==> config.mk <==
export PLATFORM = sky130hd
export DESIGN_NAME = csr_vol_ramp_flat
export DESIGN_NICKNAME = d
export VERILOG_FILES = /design/src/rtl/csr_vol_ramp_pkg.sv /design/src/rtl/csr_vol_ramp_if.sv /design/src/rtl/csr_vol_ramp_vol_ramp.sv /design/src/rtl/csr_vol_ramp.sv /design/src/flat_wrapper.sv
export SDC_FILE = /design/constraint.sdc
export NUM_CORES = 1
export LEC_CHECK = 0
export CORE_MARGIN = 3
export CORE_UTILIZATION = 30
export DETAILED_ROUTE_END_ITERATION = 16
export HOLD_SLACK_MARGIN = 0.12
export PLACE_DENSITY = 0.45
export SYNTH_ARGS = -nofsm -noshare
export SYNTH_HDL_FRONTEND = slang
export SYNTH_SLANG_ARGS = --single-unit
==> constraint.sdc <==
create_clock -name clk -period 2.4 [get_ports clk]
set_clock_uncertainty 0.15 [all_clocks]
set_input_delay 0.48 -clock clk [delete_from_list [all_inputs] [get_ports clk]]
set_output_delay 0.48 -clock clk [all_outputs]
set_load 0.01 [all_outputs]
==> src/rtl/csr_vol_ramp_pkg.sv <==
// Shared constants for the volume CSR block: register offsets, ID value,
// CTRL bit positions, volume width helper and address-region decode.
package csr_vol_pkg;

  localparam logic [6:0] ADR_STEP    = 7'h40;
  localparam logic [6:0] ADR_PRE_LO  = 7'h41;
  localparam logic [6:0] ADR_PRE_HI  = 7'h42;
  localparam logic [6:0] ADR_CTRL    = 7'h43;
  localparam logic [6:0] ADR_STATUS  = 7'h44;
  localparam logic [6:0] ADR_ID      = 7'h45;

  // Shadow targets occupy base+0x00..0x1F, current volumes base+0x20..0x3F.
  localparam logic [6:0] SPAN_SHADOW = 7'h20;
  localparam logic [6:0] SPAN_VOLS   = 7'h40;

  localparam logic [7:0] ID_VALUE    = 8'hA2;

  localparam logic [2:0] CTRL_COMMIT = 3'd0;
  localparam logic [2:0] CTRL_MUTE   = 3'd1;

  typedef enum logic [3:0] {
    REG_NONE,
    REG_SHADOW,
    REG_CUR,
    REG_STEP,
    REG_PRE_LO,
    REG_PRE_HI,
    REG_CTRL,
    REG_STATUS,
    REG_ID
  } reg_e;

  function automatic int unsigned vol_w(input int unsigned vol_bytes);
    return 8 * vol_bytes;
  endfunction

  // Fixed control registers take priority over the relocatable volume windows.
  function automatic reg_e decode(input logic [6:0] adr, input logic [6:0] base);
    logic [6:0] rel;
    rel = adr - base;
    case (adr)
      ADR_STEP:   return REG_STEP;
      ADR_PRE_LO: return REG_PRE_LO;
      ADR_PRE_HI: return REG_PRE_HI;
      ADR_CTRL:   return REG_CTRL;
      ADR_STATUS: return REG_STATUS;
      ADR_ID:     return REG_ID;
      default:    ;
    endcase
    if (rel < SPAN_SHADOW) return REG_SHADOW;
    if (rel < SPAN_VOLS)   return REG_CUR;
    return REG_NONE;
  endfunction

endpackage

==> src/rtl/csr_vol_ramp_if.sv <==
// Classic Wishbone slave bus for the volume CSR block.
interface csr_vol_ramp_if;
  logic [6:0] wb_adr_i;
  logic [7:0] wb_dat_i;
  logic [7:0] wb_dat_o;
  logic       wb_we_i;
  logic       wb_stb_i;
  logic       wb_cyc_i;
  logic       wb_ack_o;

  modport slave (
    input  wb_adr_i, wb_dat_i, wb_we_i, wb_stb_i, wb_cyc_i,
    output wb_dat_o, wb_ack_o
  );

  modport master (
    output wb_adr_i, wb_dat_i, wb_we_i, wb_stb_i, wb_cyc_i,
    input  wb_dat_o, wb_ack_o
  );
endinterface

==> src/rtl/csr_vol_ramp_vol_ramp.sv <==
// Per-channel volume ramp: walks the current value toward the effective
// target by at most STEP per tick, without overshoot or wrap.
// CSR_VOL_RAMP_EN undefined: the value follows the target one cycle later.
module vol_ramp #(
  parameter int unsigned VOL_W = 16
) (
  input  logic             clk,
  input  logic             rst,
`ifdef CSR_VOL_RAMP_EN
  input  logic             tick,
  input  logic [7:0]       step,
`endif
  input  logic [VOL_W-1:0] target,
  output logic [VOL_W-1:0] cur,
  output logic             busy
);

`ifdef CSR_VOL_RAMP_EN
  logic [VOL_W-1:0] step_w;
  logic [VOL_W-1:0] dist;
  logic [VOL_W-1:0] delta;
  logic             rising;

  // Saturating step: never move further than the remaining distance.
  always_comb begin
    step_w = VOL_W'(step);
    rising = (target >= cur);
    dist   = rising ? (target - cur) : (cur - target);
    delta  = (step_w < dist) ? step_w : dist;
  end

  // Current value and registered busy flag.
  always_ff @(posedge clk or negedge rst) begin
    if (!rst) begin
      cur  <= '0;
      busy <= 1'b0;
    end else begin
      busy <= (cur != target);
      if (step == 8'h00) begin
        cur <= target;
      end else if (tick) begin
        cur <= rising ? (cur + delta) : (cur - delta);
      end
    end
  end
`else
  // Without the ramp engine the output tracks the target directly.
  always_ff @(posedge clk or negedge rst) begin
    if (!rst) begin
      cur <= '0;
    end else begin
      cur <= target;
    end
  end

  assign busy = 1'b0;
`endif

endmodule

==> src/rtl/csr_vol_ramp.sv <==
// Volume CSR block: Wishbone register decode, shadow/live target bytes with
// atomic COMMIT, MUTE, and the ramp prescaler feeding one vol_ramp per channel.
// Optional feature macro: CSR_VOL_RAMP_EN (ramp engine and prescaler).
module csr_vol_ramp
  import csr_vol_pkg::*;
#(
  parameter int unsigned NUM_CH           = 4,
  parameter int unsigned VOL_BYTES        = 2,
  parameter logic [6:0]  ADDR_OFFSET_VOLS = 7'h00
) (
  input  logic                               clk,
  input  logic                               rst,
  csr_vol_ramp_if.slave                      wb,
  output logic [NUM_CH*vol_w(VOL_BYTES)-1:0] vol,
  output logic [NUM_CH-1:0]                  busy
);

  localparam int unsigned VOL_W = vol_w(VOL_BYTES);
  localparam int unsigned NB    = NUM_CH * VOL_BYTES;

  logic                    req;
  reg_e                    region;
  logic [4:0]              idx;
  logic [7:0]              rdata;
  logic [7:0]              shadow [NB];
  logic [7:0]              live   [NB];
  logic [7:0]              step;
  logic [15:0]             prescale;
  logic                    mute;
  logic [NUM_CH*VOL_W-1:0] eff;

  // The ack term blocks back-to-back acks on a held strobe.
  assign req    = wb.wb_stb_i & wb.wb_cyc_i & ~wb.wb_ack_o;
  assign region = decode(wb.wb_adr_i, ADDR_OFFSET_VOLS);
  assign idx    = 5'(wb.wb_adr_i - ADDR_OFFSET_VOLS);

  // Read mux; bytes beyond the configured channels read as zero.
  always_comb begin
    rdata = '0;
    case (region)
      REG_SHADOW: for (int unsigned k = 0; k < NB; k++) if (idx == 5'(k)) rdata = shadow[k];
      REG_CUR:    for (int unsigned k = 0; k < NB; k++) if (idx == 5'(k)) rdata = vol[k*8 +: 8];
      REG_STEP:   rdata = step;
      REG_PRE_LO: rdata = prescale[7:0];
      REG_PRE_HI: rdata = prescale[15:8];
      REG_CTRL:   rdata[CTRL_MUTE] = mute;
      REG_STATUS: rdata = 8'(busy);
      REG_ID:     rdata = ID_VALUE;
      default:    rdata = '0;
    endcase
  end

  // Effective target: live bytes, or zero while muted.
  always_comb begin
    eff = '0;
    for (int unsigned k = 0; k < NB; k++) eff[k*8 +: 8] = mute ? 8'h00 : live[k];
  end

  // Bus response and register writes, both on the edge that raises ack.
  always_ff @(posedge clk or negedge rst) begin
    if (!rst) begin
      wb.wb_ack_o <= 1'b0;
      wb.wb_dat_o <= '0;
      step        <= 8'h01;
      prescale    <= '0;
      mute        <= 1'b0;
      for (int unsigned k = 0; k < NB; k++) begin
        shadow[k] <= '0;
        live[k]   <= '0;
      end
    end else begin
      wb.wb_ack_o <= req;
      wb.wb_dat_o <= req ? rdata : '0;
      if (req && wb.wb_we_i) begin
        case (region)
          REG_SHADOW: for (int unsigned k = 0; k < NB; k++) if (idx == 5'(k)) shadow[k] <= wb.wb_dat_i;
          REG_STEP:   step <= wb.wb_dat_i;
          REG_PRE_LO: prescale[7:0] <= wb.wb_dat_i;
          REG_PRE_HI: prescale[15:8] <= wb.wb_dat_i;
          REG_CTRL: begin
            mute <= wb.wb_dat_i[CTRL_MUTE];
            if (wb.wb_dat_i[CTRL_COMMIT]) begin
              for (int unsigned k = 0; k < NB; k++) live[k] <= shadow[k];
            end
          end
          default: ;
        endcase
      end
    end
  end

`ifdef CSR_VOL_RAMP_EN
  logic [15:0] pre_cnt;
  logic        tick;
  logic        pre_wr;

  // >= keeps the tick coming if PRESCALE is lowered below the running count.
  assign tick   = (pre_cnt >= prescale);
  assign pre_wr = req & wb.wb_we_i & ((region == REG_PRE_LO) | (region == REG_PRE_HI));

  // Prescaler: 0..PRESCALE, restarted by any PRESCALE write.
  always_ff @(posedge clk or negedge rst) begin
    if (!rst) begin
      pre_cnt <= '0;
    end else if (pre_wr || tick) begin
      pre_cnt <= '0;
    end else begin
      pre_cnt <= pre_cnt + 16'd1;
    end
  end
`endif

  for (genvar ch = 0; ch < NUM_CH; ch++) begin : g_ch
    vol_ramp #(.VOL_W(VOL_W)) u_ramp (
      .clk    (clk),
      .rst    (rst),
`ifdef CSR_VOL_RAMP_EN
      .tick   (tick),
      .step   (step),
`endif
      .target (eff[ch*VOL_W +: VOL_W]),
      .cur    (vol[ch*VOL_W +: VOL_W]),
      .busy   (busy[ch])
    );
  end

endmodule
==> src/flat_wrapper.sv <==
// flat-port wrapper written by rule: the top's interface ports become plain ports
module csr_vol_ramp_flat import csr_vol_pkg::*;
#(
  parameter int unsigned NUM_CH           = 4,
  parameter int unsigned VOL_BYTES        = 2,
  parameter logic [6:0]  ADDR_OFFSET_VOLS = 7'h00
)
  (clk, rst, vol, busy, wb_wb_adr_i, wb_wb_dat_i, wb_wb_we_i, wb_wb_stb_i, wb_wb_cyc_i, wb_wb_dat_o, wb_wb_ack_o);
  csr_vol_ramp_if wb_i ();
  input  logic clk;
  input  logic rst;
  output logic [NUM_CH*vol_w(VOL_BYTES)-1:0] vol;
  output logic [NUM_CH-1:0] busy;
  input wire logic [$bits(wb_i.wb_adr_i)-1:0] wb_wb_adr_i;
  input wire logic [$bits(wb_i.wb_dat_i)-1:0] wb_wb_dat_i;
  input wire logic [$bits(wb_i.wb_we_i)-1:0] wb_wb_we_i;
  input wire logic [$bits(wb_i.wb_stb_i)-1:0] wb_wb_stb_i;
  input wire logic [$bits(wb_i.wb_cyc_i)-1:0] wb_wb_cyc_i;
  output wire logic [$bits(wb_i.wb_dat_o)-1:0] wb_wb_dat_o;
  output wire logic [$bits(wb_i.wb_ack_o)-1:0] wb_wb_ack_o;
  assign wb_i.wb_adr_i = wb_wb_adr_i;
  assign wb_i.wb_dat_i = wb_wb_dat_i;
  assign wb_i.wb_we_i = wb_wb_we_i;
  assign wb_i.wb_stb_i = wb_wb_stb_i;
  assign wb_i.wb_cyc_i = wb_wb_cyc_i;
  assign wb_wb_dat_o = wb_i.wb_dat_o;
  assign wb_wb_ack_o = wb_i.wb_ack_o;
  csr_vol_ramp #(.NUM_CH(NUM_CH), .VOL_BYTES(VOL_BYTES), .ADDR_OFFSET_VOLS(ADDR_OFFSET_VOLS)) u_core (.clk(clk), .rst(rst), .wb(wb_i), .vol(vol), .busy(busy));
endmodule
=== Yosys cells after proc, flatten, opt, wreduce, memory -nomap -nowiden ===
Index checks and enable logic that the tools add are counted.

* Register bits: 226
* Bits in writable memories: 0
* Latch bits: 0
* Bits of input ports: 20
* ROM bits: 0
* Output and inout port bits: 77
* Memories: 0

* Order comparisons: 2
* Eq/ne operators: 20
* Add/sub/neg operators: 0
* Reduce and logical (&&, ||, !) cells: 16
* $mul: 0
* Bitwise logic cells: 3
* Muxes and demuxes: 40
* Shifts and indexed selects: 0
* Divide/modulo/power cells: 0

{| class="wikitable"
|+ Operator list
! kind !! number
|-
| 8-bit 2-to-1 mux || 25
|-
| 7-bit == test (second input constant) || 6
|-
| 6-bit one-hot mux with 6 select lines || 1
|-
| 3-bit AND reduction || 9
|-
| 4-bit one-hot mux with 6 select lines || 1
|-
| 5-bit by 3-bit == test with 1-bit output (second input constant) || 4
|-
| 4-bit 2-to-1 mux || 5
|-
| 4-bit by 3-bit == test with 1-bit output (second input constant) || 3
|-
| 5-bit by 2-bit == test with 1-bit output (second input constant) || 2
|-
| 4-bit by 2-bit == test with 1-bit output (second input constant) || 2
|-
| 2-bit AND reduction || 4
|-
| 7-bit by 6-bit less-than comparator with 1-bit output (second input constant) || 1
|-
| 7-bit less-than comparator (second input constant) || 1
|-
| 1-bit one-hot mux with 7 select lines || 1
|-
| 1-bit 2-to-1 mux || 6
|-
| 6-bit OR reduction || 1
|-
| 5-bit by 1-bit == test with 1-bit output (second input constant) || 1
|-
| 5-bit logical NOT || 1
|-
| 1-bit one-hot mux with 5 select lines || 1
|-
| 4-bit by 1-bit == test with 1-bit output (second input constant) || 1
|-
| 4-bit == test (second input constant) || 1
|-
| 1-bit AND || 2
|-
| 1-bit logical AND || 1
|-
| 1-bit NOT || 1
|}

=== Depth between registers and ports, before layout ===
Gate-level depths: netlist of the first run.

* Depth after elaboration: 12
* Gate-level depth with buffers: 9
* Depth with buffers taken out: 7

=== By module ===
Synthesis of the first run repeated with hierarchy kept, for this count alone.

* Cell total of the unflattened synthesis: 742
* Area, all modules: 10,060.9 µm²

{| class="wikitable"
|+ By module, submodules not included
! module !! seq. area each (µm²) !! area each (µm²) !! cells an instance !! instances
|-
| csr_vol_ramp || 4,055.1 || 8,414.3 || 670 || 1
|-
| vol_ramp || 400.4 || 411.6 || 18 || 4
|}

=== Least setup slack after synthesis of the first run ===
OpenSTA, ideal clock, no wires.

* Path kind: input to register
* Start point: in wb_wb_adr_i[4]
* End point: reg u_core.shadow[63] (netlist name)
* Stages on the path: 6
* Setup slack: 0.322 ns
* Buffers on the path: 1
* Required time: 2.125 ns
* Data arrival time: 1.804 ns
* Library setup time: 0.125 ns
* Cells stage by stage: or2_2 -> buf_2 -> nor2_1 -> nand2_1 -> nor2_2 -> mux2_2

* Word-level cells in the longest chain between the ends: 9

{| class="wikitable"
|+ Ends and longest elaborated chain
! element !! line !! RTL
|-
| from (decl) || flat_wrapper.sv:14 || <nowiki>input wire logic [$bits(wb_i.wb_adr_i)-1:0] wb_wb_adr_i;</nowiki>
|-
| 7-bit less-than comparator or 7-bit == test (tied branches) || csr_vol_ramp_pkg.sv:51, csr_vol_ramp_pkg.sv:41 ||
|-
| 1-bit 2-to-1 mux or 4-bit one-hot mux with 6 select lines (tied branches) || csr_vol_ramp_pkg.sv:51, csr_vol_ramp_pkg.sv:41 ||
|-
| 1-bit 2-to-1 mux or 4-bit 2-to-1 mux (tied branches) || csr_vol_ramp_pkg.sv:51, csr_vol_ramp_pkg.sv:50 ||
|-
| 1-bit 2-to-1 mux or 4-bit 2-to-1 mux (tied branches) || csr_vol_ramp_pkg.sv:50, csr_vol_ramp_pkg.sv:51 ||
|-
| 4-bit 2-to-1 mux || csr_vol_ramp_pkg.sv:52 || <nowiki>return REG_NONE;</nowiki>
|-
| 4-bit 2-to-1 mux || csr_vol_ramp_pkg.sv:51 || <nowiki>if (rel < SPAN_VOLS) return REG_CUR;</nowiki>
|-
| 4-bit 2-to-1 mux || csr_vol_ramp_pkg.sv:50 || <nowiki>if (rel < SPAN_SHADOW) return REG_SHADOW;</nowiki>
|-
| 4-bit by 1-bit == test with 1-bit output || csr_vol_ramp.sv:75 || <nowiki>case (region)</nowiki>
|-
| 3-bit AND reduction (no line) * || -- ||
|-
| to (signal, indexed assignment) || csr_vol_ramp.sv:68 || <nowiki>shadow[k] <= '0;</nowiki>
|-
| to (decl) || csr_vol_ramp.sv:25 || <nowiki>logic [7:0] shadow [NB];</nowiki>
|}

Every way passes the cells marked *; elsewhere a longest branch is shown, timed or not. The select of a mux whose other input is x is not followed.
A chain may end at the register's enable or synchronous reset.

=== Worst setup path in the final report of the first run ===
* Start point: in wb_wb_adr_i[4]
* End point: reg u_core.wb.wb_dat_o[3]

* Word-level cells in the longest chain between the ends: 11

{| class="wikitable"
|+ Ends and longest elaborated chain
! element !! line !! RTL
|-
| branches (longest 9 deep; another with 7-bit less-than comparator) || -- ||
|-
| 6-bit one-hot mux with 6 select lines * || csr_vol_ramp.sv:40 || <nowiki>case (region)</nowiki>
|-
| 8-bit 2-to-1 mux * || csr_vol_ramp.sv:73 || <nowiki>wb.wb_dat_o <= req ? rdata : '0;</nowiki>
|-
| to (signal assigned) || csr_vol_ramp.sv:73 ||
|-
| to (decl) || csr_vol_ramp_if.sv:13 || <nowiki>output wb_dat_o, wb_ack_o</nowiki>
|}

Every way passes the cells marked *. The select of a mux whose other input is x is not followed.

==> results of run 1 <==
==> layout by cell type (no fill, tap or decap), types with 7 or more instances in the layout <==
cell             count
clkbuf_8            10
mux2_1              27
o221ai_1             7
nand3_1             10
a21oi_1             35
buf_4               96
mux2_2             129
nor2b_1             75
o22ai_1             14
nor2_2               7
dfrtp_1            224
mux2i_1             14
nor2_1              28
clkbuf_16           26
o21ai_0             30
buf_12              16
clkdlybuf4s50_1     88
nand2_1             28
==> worst max-delay path: stages <==
cell and delay (ns):
clkdlybuf4s50_1 0.50, nor2_1 0.08, and3_1 0.25, buf_4 0.18
a222oi_1 0.44, o22ai_1 0.26, a32oi_1 0.25, nand2_1 0.11
==> power breakdown <==
part	internal (mW)	switching, mW
clock network	2.41	1.61
logic	0.213	0.352
registers	3.85	0.0363
==> area by class of cell <==
| class | count | area, um^2 | share of cell area (%) |
|---|---|---|---|
| Timing Repair Buffer | 204 | 1957 | 15.06 |
| Clock inverter | 8 | 80.08 | 0.6162 |
| Multi-Input combinational cell | 500 | 3934 | 30.27 |
| Tap cell | 435 | 544.3 | 4.188 |
| Antenna cell | 1 | 2.502 | 0.01926 |
| Clock buffer | 40 | 803.3 | 6.181 |
| Sequential cell | 226 | 5658 | 43.54 |
| Inverter | 4 | 16.27 | 0.1252 |
==> worst max path at each step <==
stage / to / slack (ns) / from / cells after the start
detailed placement: u_core.wb.wb_dat_o[3] / -0.44 / wb_wb_adr_i[4] / 8
CTS: u_core.wb.wb_dat_o[3] / 0.11 / wb_wb_adr_i[3] / 8
finish: u_core.wb.wb_dat_o[3] / 0.10 / wb_wb_adr_i[4] / 8
global placement: u_core.wb.wb_dat_o[3] / -0.45 / wb_wb_adr_i[4] / 8
global route: u_core.wb.wb_dat_o[3] / 0.006 / wb_wb_adr_i[4] / 8
floorplan: u_core.shadow[63] / 0.32 / wb_wb_adr_i[4] / 6
==> flip-flops by register name, summed over array words and instances, names as in the netlist <==
name / count
u_core.shadow: 64
u_core.prescale: 16
u_core.g_ch.u_ramp.cur: 64
u_core.live: 64
u_core.wb.wb_ack_o: 1
u_core.mute: 1
u_core.wb.wb_dat_o: 8
u_core.step: 8
==> Yosys cell counts (10+ instances only) <==
cell type and count:
dfrtp_1 225, mux2_2 129, nor2b_1 75, a21oi_1 35, o21ai_0 30, nand2_1 28, nor2_1 28, mux2_1 27
clkbuf_1 23, buf_2 18, mux2i_1 14, o22ai_1 14, nand3_1 10
==> per-stage QoR <==
step / setup WS (ns) / hold slack [ns] / std cells / TNS, ns / instance area (um^2)
6_report: 0.1036 / 0.2810 / 1418 / 0 / 13000
3_3_place_gp: -0.4458 / 0.2520 / 1368 / -29.95 / 12100
5_1_grt: 0.005872 / 0.3075 / 1417 / 0 / 12990
3_5_place_dp: -0.4379 / 0.2511 / 1368 / -31.32 / 12100
4_1_cts: 0.1122 / 0.2601 / 1417 / 0 / 12990
2_1_floorplan: 0.3215 / 0.03441 / 786 / 0 / 9918
==> routing by layer <==
metal | vias up | global-route usage, % | part of all wire, %
li1 | 3173 | - | -
met1 | 3632 | 26.87 | 47
met2 | 186 | 30.81 | 47
met3 | 46 | 2.916 | 4.7
met4 | 0 | 4.098 | 2.2
met5 | - | 0 | 0
==> cell families after synthesis <==
group                  after synthesis  share of synthesized area, %
flip-flops                         226                         57.10
AND/OR/NAND/NOR                    187                         11.15
multiplexers                       170                         19.15
AO/OA/AOI/OAI                      139                         9.258
buffers and inverters               60                         3.309
other                                1                       0.03785
==> repair_timing <==
action,in CTS,in global routing
endpoints found under the setup margin,0,2
endpoints found under the hold margin,196,0
gates resized for setup,0,0
hold buffers,1,0
buffers inserted,0,0
==> flow_summary.toml, run 1 <==
[status]
status = "finished, final reports clean"

[clock_tree]
clk_path_buf_depth = 3
cts_tree = "yes"
clkTransAtPathRegs_ns = 0.06
cts_max_level = 1
worstSkewPairLatency_ns = 0.54
cts_inserted_buffers = 26
cts.sinks = 226
clockRootBuffer = "clkbuf_16"

[logic_synthesis]
synth_edf_count = 0
synth-seq-cells = 226
syn_inst = 783
synth_ff_type = "dfrtp_1"
ys_async_sr_fraction_pct = 100.0
ys_seq_area_share_pct = 57.10
synth.distinct_cells = 58
synthTopCellsByArea = "dfrtp_1 57%, mux2_2 15%, nor2b_1 4.7%"
synth_top_cell_area_share_pct = 56.83
syn_area_um2 = 9907
syn_avg_cell_area_um2 = 12.65
yosys.area.top_type = "dfrtp_1"
yosysWarnings = 0

[power]
post-layout-total-power_mw = 8.468
p_per_area_nw_per_um2 = 651.7
peakVddDrop_v = 0.0004691
leakagePower_nw = 6.214

[placed_design]
dp_hpwl_um = 24180
io_buffers = 92
gp_congestion = 0.8626

[sta]
period_share_pct = 95.68
timing.slew.headroom_pct = 42.25
finalMaxSlewViolations = 0
worstMarginPinSlew_ns = 0.8662
rsz0062_at_grt = "false"
fin_crit_ns = 2.296
hold_viol = 0
fmaxAchievable_ghz = 0.4355
setup_violations = 0

[final_layout]
utilization_pct = 40.55
area_growth_pct = 31.17
layout.nets = 982
fillers = 3115
drive_above_1_share_pct = 31.57

[global_routing]
grt_usage_pct = 18.95
grt_max_degree = 66
grt-ovfl-total = 0
grt_pass1_vias = 7256
grt_pass1_wl_um = 49850
grt_antenna_before_repair = 3

[floorplanning]
dieArea_um2 = 35240
die_y_um = 187.7
io_pins = 97
core_area_um2 = 32040
rows = 65
start_util_pct = 30.92
die_w_um = 187.7

[worst_setup_path]
cp.required_ns = 2.66
start_kind = "input port"
cp-end-kind = "register"
r2r_start = "u_core.wb.wb_ack_o"
rr_endpoint = "u_core.shadow[5]"
rrSetupSlack_ns = 0.36
critPathKind = "input port to register"
ff2ff_path_depth = 5
cp_max_fo = 6
cp.arrival_ns = 2.55

[routing]
wl_um = 33760
viasPerCell = 4.963
first_pass_iters = 8
drc = 0
num_vias = 7037
drt-initial-drc-count = 443
antenna_left = 0
wl_per_cell_um = 23.81

[run]
maxCapViolCount = 0

[hold_path]
hold_path.class = "input port to async pin"
No activity file was read; power rests on OpenSTA's default activity.
==> run 2, diff against run 1 <==
CORE_UTILIZATION = 57   (was 30)
PLACE_DENSITY = 0.78   (was 0.45)
SKIP_LAST_GASP = 1   (was unset)
==> flow_summary.toml, run 2 (synthesis results as in run 1) <==
[clock_tree]
cts.sinks = 226
cts_max_level = 1
clockRootBuffer = "clkbuf_16"
clk_path_buf_depth = 3
worstSkewPairLatency_ns = 0.52
cts_post_setup_buffers_inserted = 0
cts_inserted_buffers = 24
clkTransAtPathRegs_ns = 0.06
cts_tree = "yes"

[power]
p_per_area_nw_per_um2 = 642.2
p_int_mw = 6.249
p_switching_mw = 1.863
swShare_pct = 22.97
clkPwrFrac_pct = 45.5
peakVddDrop_v = 0.0005468
p_comb_share_pct = 6.6
seqPwrFrac_pct = 47.8
leakagePower_nw = 6.169
post-layout-total-power_mw = 8.112

[global_routing]
grt_max_degree = 66
grt_antenna_before_repair = 0
grt_pass1_wl_um = 45450
grt_usage_pct = 32.29
grt_pass1_vias = 7598
grt-ovfl-total = 0

[final_layout]
fillers = 1129
utilization_pct = 75.11
fin_cells = 1201
regArea_um2 = 5658
layout_commonest_cell = "dfrtp_1"
layout.nets = 983
drive_above_1_share_pct = 31.40
final_cell_mix = "224 x dfrtp_1, 129 x mux2_2, 101 x buf_4"
top_regs = "u_core.g_ch.u_ramp.cur (64), u_core.live (64), u_core.shadow (64)"
diodes = 0
area_growth_pct = 27.51
multi_input_area_um2 = 3940

[sta]
fmaxAchievable_ghz = 0.4245
setup_violations = 0
worstMarginPinSlew_ns = 0.8066
timing.slew.headroom_pct = 46.23
rsz0062_at_grt = "false"
hold_viol = 0
hold_ws_ns = 0.3333
period_share_pct = 98.16
fin_crit_ns = 2.356
finalMaxSlewViolations = 0

[routing]
wl_per_cell_um = 24.95
first_pass_iters = 5
viasPerCell = 6.046
drc = 0
drt-initial-drc-count = 622
antenna_left = 0
wl_um = 29970
num_vias = 7261

[floorplanning]
core_area_um2 = 16820
die_y_um = 137.8
io_pins = 97
dieArea_um2 = 19000
start_util_pct = 58.90
die_w_um = 137.8
rows = 47

[worst_setup_path]
cp.arrival_ns = 2.64
r2r_start = "u_core.wb.wb_ack_o"
cp_max_fo = 13
rr_endpoint = "u_core.shadow[3]"
cp-end-kind = "register"
rrSetupSlack_ns = 0.40
ff2ff_path_depth = 5
endpoint = "u_core.wb.wb_dat_o[1]"
crit_start = "wb_wb_adr_i[4]"
critPathKind = "input port to register"
start_kind = "input port"
cp.required_ns = 2.68

[hold_path]
hold_path.class = "register to register"
min_from = "u_core.live[62]"
min_path_cells = 1

[placed_design]
dp.cells = 1156
dp_hpwl_um = 21340
gp_congestion = 0.9988
io_buffers = 92

[run]
maxCapViolCount = 0

[status]
status = "finished, final reports clean"
[run 2: changes by cell type in the layout (fill, tap and decap cells not counted), sizes merged]
| cell | change |
|---|---|
| buf | +2 |
| clkbuf | -4 |
| clkdlybuf4s50 | +1 |
| clkinvlp | +1 |
| diode | -1 |
| inv | -1 |
[run 2: stage by stage]
stage	worst slack, ns	area (um^2)	TNS (ns)
6_report	0.04421	12630	0
5_1_grt	0.01836	12630	0
4_1_cts	0.1057	12630	0
3_5_place_dp	-0.4271	11820	-40.65
3_3_place_gp	-0.4133	11820	-38.02
2_1_floorplan	0.3215	9918	0
[run 2: cell type report]
| class | instances | share of cell area (%) |
|---|---|---|
| clock buffer | 36 | 5.755 |
| clock inverter | 8 | 0.5646 |
| inverter | 4 | 0.1288 |
| multi-input combinational | 500 | 31.19 |
| sequential | 226 | 44.79 |
| tap | 220 | 2.179 |
| timing repair buffer | 207 | 15.39 |
[run 2: worst min path at each step]
stage                                         to  slack (ns)
global route                     u_core.live[62]        0.35
global placement              u_core.prescale[3]        0.31
floorplan           u_core.g_ch[0].u_ramp.cur[0]        0.03
CTS                              u_core.live[63]        0.34
detailed placement            u_core.prescale[2]        0.32
finish                           u_core.live[62]        0.33
[run 2: power by group through the flow]
| stage | combinational [mW] | clock, mW | sequential [mW] |
|---|---|---|---|
| floorplan | 0.223 | 0 | 3.94 |
| global placement | 0.519 | 0 | 3.95 |
| detailed placement | 0.527 | 0 | 3.95 |
| CTS | 0.532 | 3.73 | 3.88 |
| global route | 0.575 | 3.91 | 3.88 |
| finish | 0.537 | 3.69 | 3.88 |
[run 2: repair_timing]
item                                   4_1_cts  5_1_grt
gates resized for setup                      0        1
setup endpoints to repair                    0        1
hold buffers                                 1        0
endpoints found under the hold margin       55        0
[run 2: worst max-delay path, stage by stage]
cell and delay (ns):
clkdlybuf4s50_1 0.49, or2_2 0.38, buf_4 0.21, nor4_1 0.47, buf_4 0.20, a211oi_1 0.05
o22ai_1 0.15, o21a_1 0.20
[run 2: layer usage]
metal | vias up | part of all wire, % | track usage (%) | routed length [um]
li1 | 3167 | - | - | -
met3 | 78 | 7.4 | 4.894 | 2226
met1 | 3684 | 42 | 45.92 | 12540
met5 | - | 0 | 0 | 0
met2 | 332 | 47 | 50.57 | 13980
met4 | 0 | 4.1 | 12.40 | 1224
==> RTL edit, RTL diff (flow settings as in run 1) <==
`NUM_CH` is set to 4 in 2 places; all go to 8.
--- a/src/rtl/csr_vol_ramp.sv
+++ b/src/rtl/csr_vol_ramp.sv
@@ -5,5 +5,5 @@
   import csr_vol_pkg::*;
 #(
-  parameter int unsigned NUM_CH           = 4,
+  parameter int unsigned NUM_CH           = 8,
   parameter int unsigned VOL_BYTES        = 2,
   parameter logic [6:0]  ADDR_OFFSET_VOLS = 7'h00
--- a/src/flat_wrapper.sv
+++ b/src/flat_wrapper.sv
@@ -2,5 +2,5 @@
 module csr_vol_ramp_flat import csr_vol_pkg::*;
 #(
-  parameter int unsigned NUM_CH           = 4,
+  parameter int unsigned NUM_CH           = 8,
   parameter int unsigned VOL_BYTES        = 2,
   parameter logic [6:0]  ADDR_OFFSET_VOLS = 7'h00
Interface: changed (resized busy and vol); port bits go from 97 to 165. The function was not compared with the original's and may differ.
==> RTL edit against run 1 <==
- total power increased by 90%
- utilization is 0.37 points higher
- setup slack got worse by 0.042 ns
- sequential cell count rose by 192
- synthesized cell count rose by 86%
- sequential power grew 85%
- final cell count rose by 89%
- first-iteration DRC count grew 110%
- area after synthesis up 85%
- design area up 90%
- highest routed layer unchanged
- wire length rose by 120%
- critical path depth shrank 1
==> RTL edit: results (changes against run 1) <==
Global route
  • Grt met3 use: 0.0335 (was 0.0292)
  • Largest net degree at the start of global routing: 130 (was 66)
  • Global-route wire length before repair: 106000 µm (was 49900 µm)
  • Met1 usage: 0.318 (was 0.269)

Route
  • Final wirelength: 74200 µm (was 33800 µm)
  • Starting DRT DRC Count: 925 (was 443)
  • Max layer used: met4 (unchanged)
  • Routed WL per cell: 27.7 µm (was 23.8 µm)
  • Detailed-route via count: 13.6k (was 7037)
  • Met2 wire len: 36000 µm (was 15700 µm)
  • 1st-pass router iterations: 5 (was 8)
  • Routed length on met3: 3280 µm (was 1600 µm)
  • Met1 WL: 33500 µm (was 15700 µm)

Yosys
  • Top cells by count, synth: 417 x dfrtp_1, 164 x mux2_2, 144 x nor2b_1, 122 x mux2_1, 59 x o21ai_0 (was 225 x dfrtp_1, 129 x mux2_2, 75 x nor2b_1, 35 x a21oi_1, 30 x o21ai_0)
  • Mux contribution to synthesized area: 0.187 (was 0.191)
  • Area contributors post-synth: dfrtp_1 57%, mux2_2 10%, mux2_1 7.5% (was dfrtp_1 57%, mux2_2 15%, nor2b_1 4.7%)
  • Post-synthesis compound-gate area fraction: 0.0957 (was 0.0926)
  • Sequential share of the synthesized area: 0.569 (was 0.571)
  • Avg Synthesized Cell Area: 12.6 µm² (was 12.7 µm²)
  • Post-Syn Instances: 1455 (was 783)
  • Distinct cells, synth: 84 (was 58)

Clocking
  • Max Root-Sink Buffers: 3 (unchanged)
  • H-tree levels: 2 (was 1)
  • Clock sink total: 418 (was 226)
  • Worst-Skew Late Latency: 0.58 ns (was 0.54 ns)
  • CTS resizes: 17 (was 0)

Placed design
  • I/O Buffers: 156 (was 92)
  • Gpl congestion: 0.936 (was 0.863)
  • Post-Place Cells: 2587 (was 1368)
  • Area of placed instances: 0.0230 mm² (was 0.0121 mm²)
  • Pre-CTS setup slack: -1.00 ns (was -0.438 ns)
  • Hpwl dp: 56400 µm (was 24200 µm)

Setup path
  • Worst Path Max Fanout: 8 (was 6)
  • Critical path arrival: 2.69 ns (was 2.55 ns)
  • Top cell family by delay on the critical path: simple AND/OR/NAND/NOR gates (was compound AO/OA/AOI/OAI gates)

Layout
  • Multi-input gates: 925 (was 500)
  • Clock network area share: 0.0674 (was 0.0680)
  • Bufs w/o clock: 451 (was 204)
  • Fill cells: 5784 (was 3115)
  • Logic inverters: 12 (was 4)
  • Area of the multi-input gates: 0.00734 mm² (was 0.00393 mm²)
  • Largest regs: u_core.g_ch.u_ramp.cur: 128 flops, u_core.live: 128 flops, u_core.shadow: 128 flops (was u_core.g_ch.u_ramp.cur: 64 flops, u_core.live: 64 flops, u_core.shadow: 64 flops)
  • Layout Utilization: 0.409 (was 0.406)
  • Clock buffer count: 73 (was 40)

Power and ir drop
  • Leakage: 12.0 nW (was 6.21 nW)
  • Max rail drop VDD: 0.558 mV (was 0.469 mV)

Status
  • Status: complete, no violations (unchanged)
## RTL edit: path summary, 6_finish.rpt
check,startpoint,endpoint,slack (ns),depth (start not counted)
hold / removal,rst,u_core.g_ch[6].u_ramp.cur[15],0.25,2
setup reg to reg,u_core.wb.wb_ack_o,u_core.live[4],0.09,8
setup / recovery,wb_wb_adr_i[5],u_core.wb.wb_dat_o[1],0.06,7
min in group clk,u_core.live[110],u_core.live[110],0.33,1
hold reg to reg,u_core.live[110],u_core.live[110],0.33,1
max in group asynchronous,rst,u_core.live[47],1.07,3
## RTL edit: logic make-up (layout without fill, tap and decap cells)
| family | Yosys count | in the layout |
|---|---|---|
| flops | 418 | 418 |
| simple gates | 352 | 352 |
| mux | 308 | 308 |
| compound gates | 257 | 257 |
| buf+inv | 119 | 552 |
| other cells | 1 | 9 |
## RTL edit: power breakdown
group,switching [mW],internal [mW]
Combinational,0.747,0.490
Clock,3.01,4.65
Sequential,0.0646,7.11
Total,3.82,12.3
